==> config.mk <==
export PLATFORM = sky130hd
export DESIGN_NAME = id_ex_operand_reg
export DESIGN_NICKNAME = d
export VERILOG_FILES = /design/src/rtl/id_ex_operand_reg.sv
export SDC_FILE = /design/constraint.sdc
export NUM_CORES = 1
export LEC_CHECK = 0
export BUFFER_PORTS_ARGS = -buffer_cell sky130_fd_sc_hd__clkbuf_2
export CAP_MARGIN = 30
export CORE_MARGIN = 2
export CORE_UTILIZATION = 35
export DETAILED_ROUTE_END_ITERATION = 8
export SLEW_MARGIN = 20
export SYNTH_ARGS = -nofsm -noshare
export SYNTH_HDL_FRONTEND = slang
export SYNTH_SLANG_ARGS = --single-unit
==> constraint.sdc <==
create_clock -name clk -period 5.95 [get_ports clk]
set_clock_uncertainty 0.1 [all_clocks]
set_input_delay 1.19 -clock clk [delete_from_list [all_inputs] [get_ports clk]]
set_output_delay 1.19 -clock clk [all_outputs]
set_load 0.01 [all_outputs]
==> src/rtl/id_ex_operand_reg.sv <==
// ----------------------------------------------------------------------------
// id_ex_operand_reg
//   ID/EX pipeline register. Captures one decoded instruction per cycle and
//   presents its operands to the execute stage and compare unit, with
//   EX/MEM and MEM/WB forwarding applied combinationally on the outputs.
//   Supports stall (hold, with MEM/WB refresh of held operands) and flush
//   (bubble insertion).
//
// Ports
//   clk, rst_n                      clock, async active-low reset
//   id_valid                        ID presents a valid instruction
//   id_rs_1_data, id_rs_2_data      register-file read data
//   id_rs_1_addr, id_rs_2_addr      source register numbers
//   id_rd_addr, id_reg_write        destination register / write enable
//   id_alu_ctrl                     ALU/compare opcode (1000 SLT, 1001 SLTU)
//   stall, flush                    hold / kill EX contents
//   exmem_reg_write/rd_addr/result  EX/MEM forwarding source
//   memwb_reg_write/rd_addr/result  MEM/WB forwarding source
//   rs_1, rs_2                      forwarded operands (combinational)
//   alu_ctrl                        registered opcode
//   ex_valid                        EX slot holds a live instruction
//   ex_rd_addr, ex_reg_write        registered destination info
// ----------------------------------------------------------------------------
module id_ex_operand_reg #(
    parameter int unsigned XLEN = 32,
    parameter int unsigned RA_W = 5
) (
    input  logic            clk,
    input  logic            rst_n,

    input  logic            id_valid,
    input  logic [XLEN-1:0] id_rs_1_data,
    input  logic [XLEN-1:0] id_rs_2_data,
    input  logic [RA_W-1:0] id_rs_1_addr,
    input  logic [RA_W-1:0] id_rs_2_addr,
    input  logic [RA_W-1:0] id_rd_addr,
    input  logic [3:0]      id_alu_ctrl,
    input  logic            id_reg_write,

    input  logic            stall,
    input  logic            flush,

    input  logic            exmem_reg_write,
    input  logic [RA_W-1:0] exmem_rd_addr,
    input  logic [XLEN-1:0] exmem_result,
    input  logic            memwb_reg_write,
    input  logic [RA_W-1:0] memwb_rd_addr,
    input  logic [XLEN-1:0] memwb_result,

    output logic [XLEN-1:0] rs_1,
    output logic [XLEN-1:0] rs_2,
    output logic [3:0]      alu_ctrl,
    output logic            ex_valid,
    output logic [RA_W-1:0] ex_rd_addr,
    output logic            ex_reg_write
);

    logic            v;
    logic [XLEN-1:0] op1;
    logic [XLEN-1:0] op2;
    logic [RA_W-1:0] a1;
    logic [RA_W-1:0] a2;
    logic [RA_W-1:0] rd;
    logic [3:0]      ctl;
    logic            we;

    // MEM/WB hit per held source address; x0 never matches
    logic wb_hit_1;
    logic wb_hit_2;
    logic mem_hit_1;
    logic mem_hit_2;

    assign wb_hit_1  = memwb_reg_write && (memwb_rd_addr == a1) && (a1 != '0);
    assign wb_hit_2  = memwb_reg_write && (memwb_rd_addr == a2) && (a2 != '0);
    assign mem_hit_1 = exmem_reg_write && (exmem_rd_addr == a1) && (a1 != '0);
    assign mem_hit_2 = exmem_reg_write && (exmem_rd_addr == a2) && (a2 != '0);

    // Pipeline state: reset > flush > stall (with MEM/WB refresh) > load
    always_ff @(posedge clk or negedge rst_n) begin
        if (!rst_n) begin
            v   <= 1'b0;
            op1 <= '0;
            op2 <= '0;
            a1  <= '0;
            a2  <= '0;
            rd  <= '0;
            ctl <= '0;
            we  <= 1'b0;
        end else if (flush) begin
            v  <= 1'b0;
            we <= 1'b0;
        end else if (stall) begin
            // Results retiring while held would otherwise be lost once
            // MEM/WB moves on, so fold them into the stored operands.
            if (wb_hit_1) op1 <= memwb_result;
            if (wb_hit_2) op2 <= memwb_result;
        end else begin
            v   <= id_valid;
            op1 <= id_rs_1_data;
            op2 <= id_rs_2_data;
            a1  <= id_rs_1_addr;
            a2  <= id_rs_2_addr;
            rd  <= id_rd_addr;
            ctl <= id_alu_ctrl;
            we  <= id_reg_write & id_valid;
        end
    end

    // Zero-cycle forwarding; EX/MEM is younger and takes priority
    always_comb begin
        rs_1 = op1;
        rs_2 = op2;
        if (mem_hit_1)     rs_1 = exmem_result;
        else if (wb_hit_1) rs_1 = memwb_result;
        if (mem_hit_2)     rs_2 = exmem_result;
        else if (wb_hit_2) rs_2 = memwb_result;
    end

    assign alu_ctrl     = ctl;
    assign ex_valid     = v;
    assign ex_rd_addr   = rd;
    assign ex_reg_write = we & v;

endmodule

Yosys cells after proc, flatten, opt, wreduce, memory -nomap -nowiden --
Cells that the tools add are included.
Word-level totals: flip-flop bits (word level) 85, bits in latches 0, memory bits (writable) 0, bits in read-only memories 0, output and inout bits 75, memories kept 0
Operators by class: $add $sub $neg 0, $mul 0, divide/modulo/power cells 0, $lt $le $gt $ge 0, eq/ne operators 5, shift-type cells 0, muxes and demuxes 10, bitwise gates (word level) 4, reductions and logical operators 11
Operator list (number):
- $mux W32 | 6
- $eq A5 B5 Y1 | 4
- $reduce_bool A5 Y1 | 2
- $logic_and A1 B1 Y1 | 8
- $mux W1 | 4
- $and A1 B1 Y1 | 2
- $ne A2 B1 Y1 const B | 1
- $not A1 Y1 | 2
- $reduce_and A2 Y1 | 1

Logic depth before layout (Yosys ltp) --
depth in word-level cells 5, depth in mapped cells 7, mapped depth without buffers 4

Least setup slack after synthesis --
Ideal clock, no wire load.
path type input port to output port, from in memwb_rd_addr[0], to out rs_1[13], arrival 2350 ps, slack 2310 ps, stages on the path 6, path through xnor2_1 -> and4_1 -> buf_2 -> clkbuf_1 -> nand3_1 -> a31oi_1
On the way: cells in the longest elaborated chain, start to end 5
Ends and longest elaborated chain:
- from (decl) | line 47 | input logic [RA_W-1:0] memwb_rd_addr,
- $eq A5 B5 Y1 | line 73 | assign wb_hit_1 = memwb_reg_write && (memwb_rd_addr == a1) && (a1 != '0);
- $logic_and A1 B1 Y1 (2 in series) | line 73
- $mux W32
- $mux W32 | line 113 | if (mem_hit_1) rs_1 = exmem_result;
- to (decl) | line 50 | output logic [XLEN-1:0] rs_1,
No other way between the ends.

Final worst setup path --
from reg a1[2], to out rs_1[11]
On the way: cells in the longest elaborated chain, start to end 5
Ends and longest elaborated chain:
- from (decl) | line 61 | logic [RA_W-1:0] a1;
- from (signal assigned) | line 101 | a1 <= id_rs_1_addr;
- $eq A5 B5 Y1 | line 73
- $logic_and A1 B1 Y1 (2 in series) | line 73
- $mux W32
- $mux W32 (*) | line 113
Mark *: on every way between the ends. The rest lies on a longest branch, timed or not.

==> results.json <==
{
  "grt_antenna_before_repair": 1,
  "place_congestion": 0.8899,
  "setup_ws_ns": 1.298,
  "cts.sinks": 85,
  "grt_usage_pct": 26.66,
  "final_common_cell": "clkbuf_2",
  "cts_hold_buf": 0,
  "ys_types": 28,
  "root_buffer": "clkbuf_16",
  "fin_nets": 1098,
  "multiInputGateArea_sq_mm": 0.003670,
  "p_per_area_mw_per_mm2": 271.7,
  "ys_warn_count": 0,
  "path_max_fanout": 18,
  "ant_nets": 0,
  "timing.final.hold_violations": 0,
  "slew-limit-headroom_pct": 38.72,
  "p_leak_nw": 3.058,
  "cts.clk_slew.worst_paths_ns": 0.08,
  "numCtsBuffers": 9,
  "via_per_inst": 6.368,
  "clock_latency_ns": 0.35,
  "drive_gt1_share_pct": 32.84,
  "period_minus_slack_ns": 4.652,
  "register_area_sq_mm": 0.002127,
  "tritoncts": "done",
  "cts_resized": 0,
  "grt_pass1_vias": 6956,
  "place_ws_ns": 1.420,
  "vias": 7412,
  "ios": 240,
  "fillers": 1797,
  "tns_ns": 0,
  "cp_data_required_time_ns": 4.66,
  "drcViolationCount": 0,
  "wl_per_cell_um": 22.06,
  "dp_hpwl_um": 16960,
  "grt_start_max_net_pins": 69,
  "fmax_mhz": 214.9,
  "min_path_type": "flip-flop to flip-flop",
  "worst_setup_path_end_kind": "output pin",
  "reg2reg_slack_ns": 3.05,
  "port_buffers": 239,
  "crit_arrival_ns": 3.36,
  "die_x_um": 137.4,
  "maxSlewViolCount": 0,
  "crit_type": "flip-flop to output pin",
  "worst_pin_slew_ns": 0.9148,
  "maxCapViolCount": 0,
  "setup_viol": 0,
  "period_share_pct": 78.19,
  "ir_worst_vdd_v": 0.0001682,
  "syn_area_per_cell_sq_um": 8.139,
  "synth-seq-cells": 85,
  "dieArea_sq_mm": 0.01887,
  "syn_nets": 930,
  "core_sq_mm": 0.01736,
  "grt_pass1_wl_um": 39150,
  "die_height_um": 137.4,
  "syn_inst": 765,
  "status": "complete, no violations",
  "post_cts_buffers": 0,
  "area_growth_syn_to_layout_pct": 25.32,
  "rows": 48,
  "startpoint_type": "flip-flop",
  "first_pass_iters": 5,
  "final_cell_mix": "clkbuf_2 (238), nand3_1 (127), dfrtp_1 (85)",
  "ys_seq_area_share_pct": 34.16,
  "wirelength_um": 25680,
  "rsz0062_at_grt": "no",
  "mappedNetlistArea_sq_mm": 0.006226,
  "ctsHtreeMaxLevel": 3,
  "dr.first_iter.drc_count": 752,
  "grt_overflow_total": 0,
  "initial_core_util_pct": 35.87,
  "clk_path_buf_depth": 2
}
-- power by group --
group | switching (W) | total (W) | internal (W)
Sequential | 0.0000843 | 0.000759 | 0.000674
Clock | 0.000272 | 0.000562 | 0.000290
Combinational | 0.000493 | 0.000799 | 0.000306
-- final timing paths --
| kind | start | end | depth (start not counted) |
|---|---|---|---|
| setup / recovery | a1[2]$_DFFE_PN0P_ | rs_1[11] | 8 |
| hold / removal | alu_ctrl[0]$_DFFE_PN0P_ | alu_ctrl[0]$_DFFE_PN0P_ | 1 |
| setup reg to reg | a1[2]$_DFFE_PN0P_ | op1[31]$_DFFE_PN0N_ | 5 |
| hold reg to reg | alu_ctrl[0]$_DFFE_PN0P_ | alu_ctrl[0]$_DFFE_PN0P_ | 1 |
| max in group asynchronous | rst_n | op1[15]$_DFFE_PN0N_ | 2 |
| min in group asynchronous | rst_n | alu_ctrl[0]$_DFFE_PN0P_ | 1 |
-- routing by layer --
metal  up-vias  global-route usage, %  part of all wire [%]
met5         -                      0                     0
met4         0                  8.477                   2.0
met3        33                  6.218                    10
met2       456                  40.19                    45
met1      3544                  37.67                    42
li1       3379                      -                     -
-- worst max-delay path: stages, from the launching register on --
cell and delay [ns]:
dfrtp_1 0.43, or4_4 0.60, o211ai_4 0.54, buf_8 0.25
or2_1 0.52, buf_8 0.24, buf_4 0.18, a31oi_1 0.09
clkbuf_2 0.13
-- flip-flops by register name (all words and copies together) (netlist names) --
| signal | cells |
|---|---|
| ex_valid | 1 |
| op2 | 32 |
| ex_rd_addr | 5 |
| a2 | 5 |
| alu_ctrl | 4 |
| op1 | 32 |
| we | 1 |
| a1 | 5 |
-- kinds of logic (layout without fill, tap and decap cells) --
| logic type | after synthesis | after routing | share of synthesized area, % |
|---|---|---|---|
| multiplexers | 19 | 19 | 3.437 |
| other | 0 | 1 | 0 |
| AO/OA/AOI/OAI | 264 | 264 | 28.62 |
| flip-flops | 85 | 85 | 34.16 |
| buffers and inverters | 105 | 278 | 7.456 |
| XOR/XNOR | 20 | 20 | 2.814 |
| AND/OR/NAND/NOR | 272 | 272 | 23.51 |
-- area by class of cell --
cell class / instances / share of cell area [%]
Inverter: 1 / 0.04811
Tap cell: 225 / 3.608
Clock inverter: 7 / 0.7216
Antenna cell: 1 / 0.03207
Timing Repair Buffer: 261 / 18.41
Sequential cell: 85 / 27.26
Clock buffer: 9 / 2.886
Multi-Input combinational cell: 575 / 47.03
-- stage by stage --
stage / util, % / instance area, sq um / std cells / hold slack, ns / total power, W
2_1_floorplan: - / 6226 / 765 / 0.3994 / 0.001221
6_report: 44.95 / 7802 / 1164 / 0.4101 / 0.002120
3_5_place_dp: 43.07 / 7476 / 1145 / 0.3944 / 0.001549
4_1_cts: 44.69 / 7757 / 1161 / 0.4129 / 0.002113
5_1_grt: 44.94 / 7800 / 1163 / 0.4337 / 0.002233
3_3_place_gp: 42.99 / 7461 / 1144 / 0.3912 / 0.001543
-- Yosys cell counts --
cell | instances | share of area [%]
a21oi_1 | 1 | 0.080
a22oi_1 | 65 | 7.8
a31oi_1 | 64 | 6.4
and2_1 | 1 | 0.10
and4_1 | 2 | 0.28
buf_1 | 3 | 0.18
buf_2 | 38 | 3.1
buf_4 | 6 | 0.72
clkbuf_1 | 57 | 3.4
dfrtp_1 | 85 | 34
inv_1 | 1 | 0.060
mux2_2 | 19 | 3.4
nand2_1 | 1 | 0.060
nand3_1 | 127 | 10
nand4_1 | 66 | 6.6
nor2_1 | 5 | 0.30
nor2b_1 | 1 | 0.10
nor3_1 | 64 | 5.1
nor3b_1 | 1 | 0.12
o211a_1 | 2 | 0.32
o211ai_1 | 64 | 7.7
o211ai_2 | 2 | 0.40
o211ai_4 | 2 | 0.68
o21ai_0 | 45 | 3.6
o21ai_1 | 19 | 1.5
or2_1 | 2 | 0.20
or4_4 | 2 | 0.36
xnor2_1 | 20 | 2.8
No activity file was read; power rests on OpenSTA's default activity.
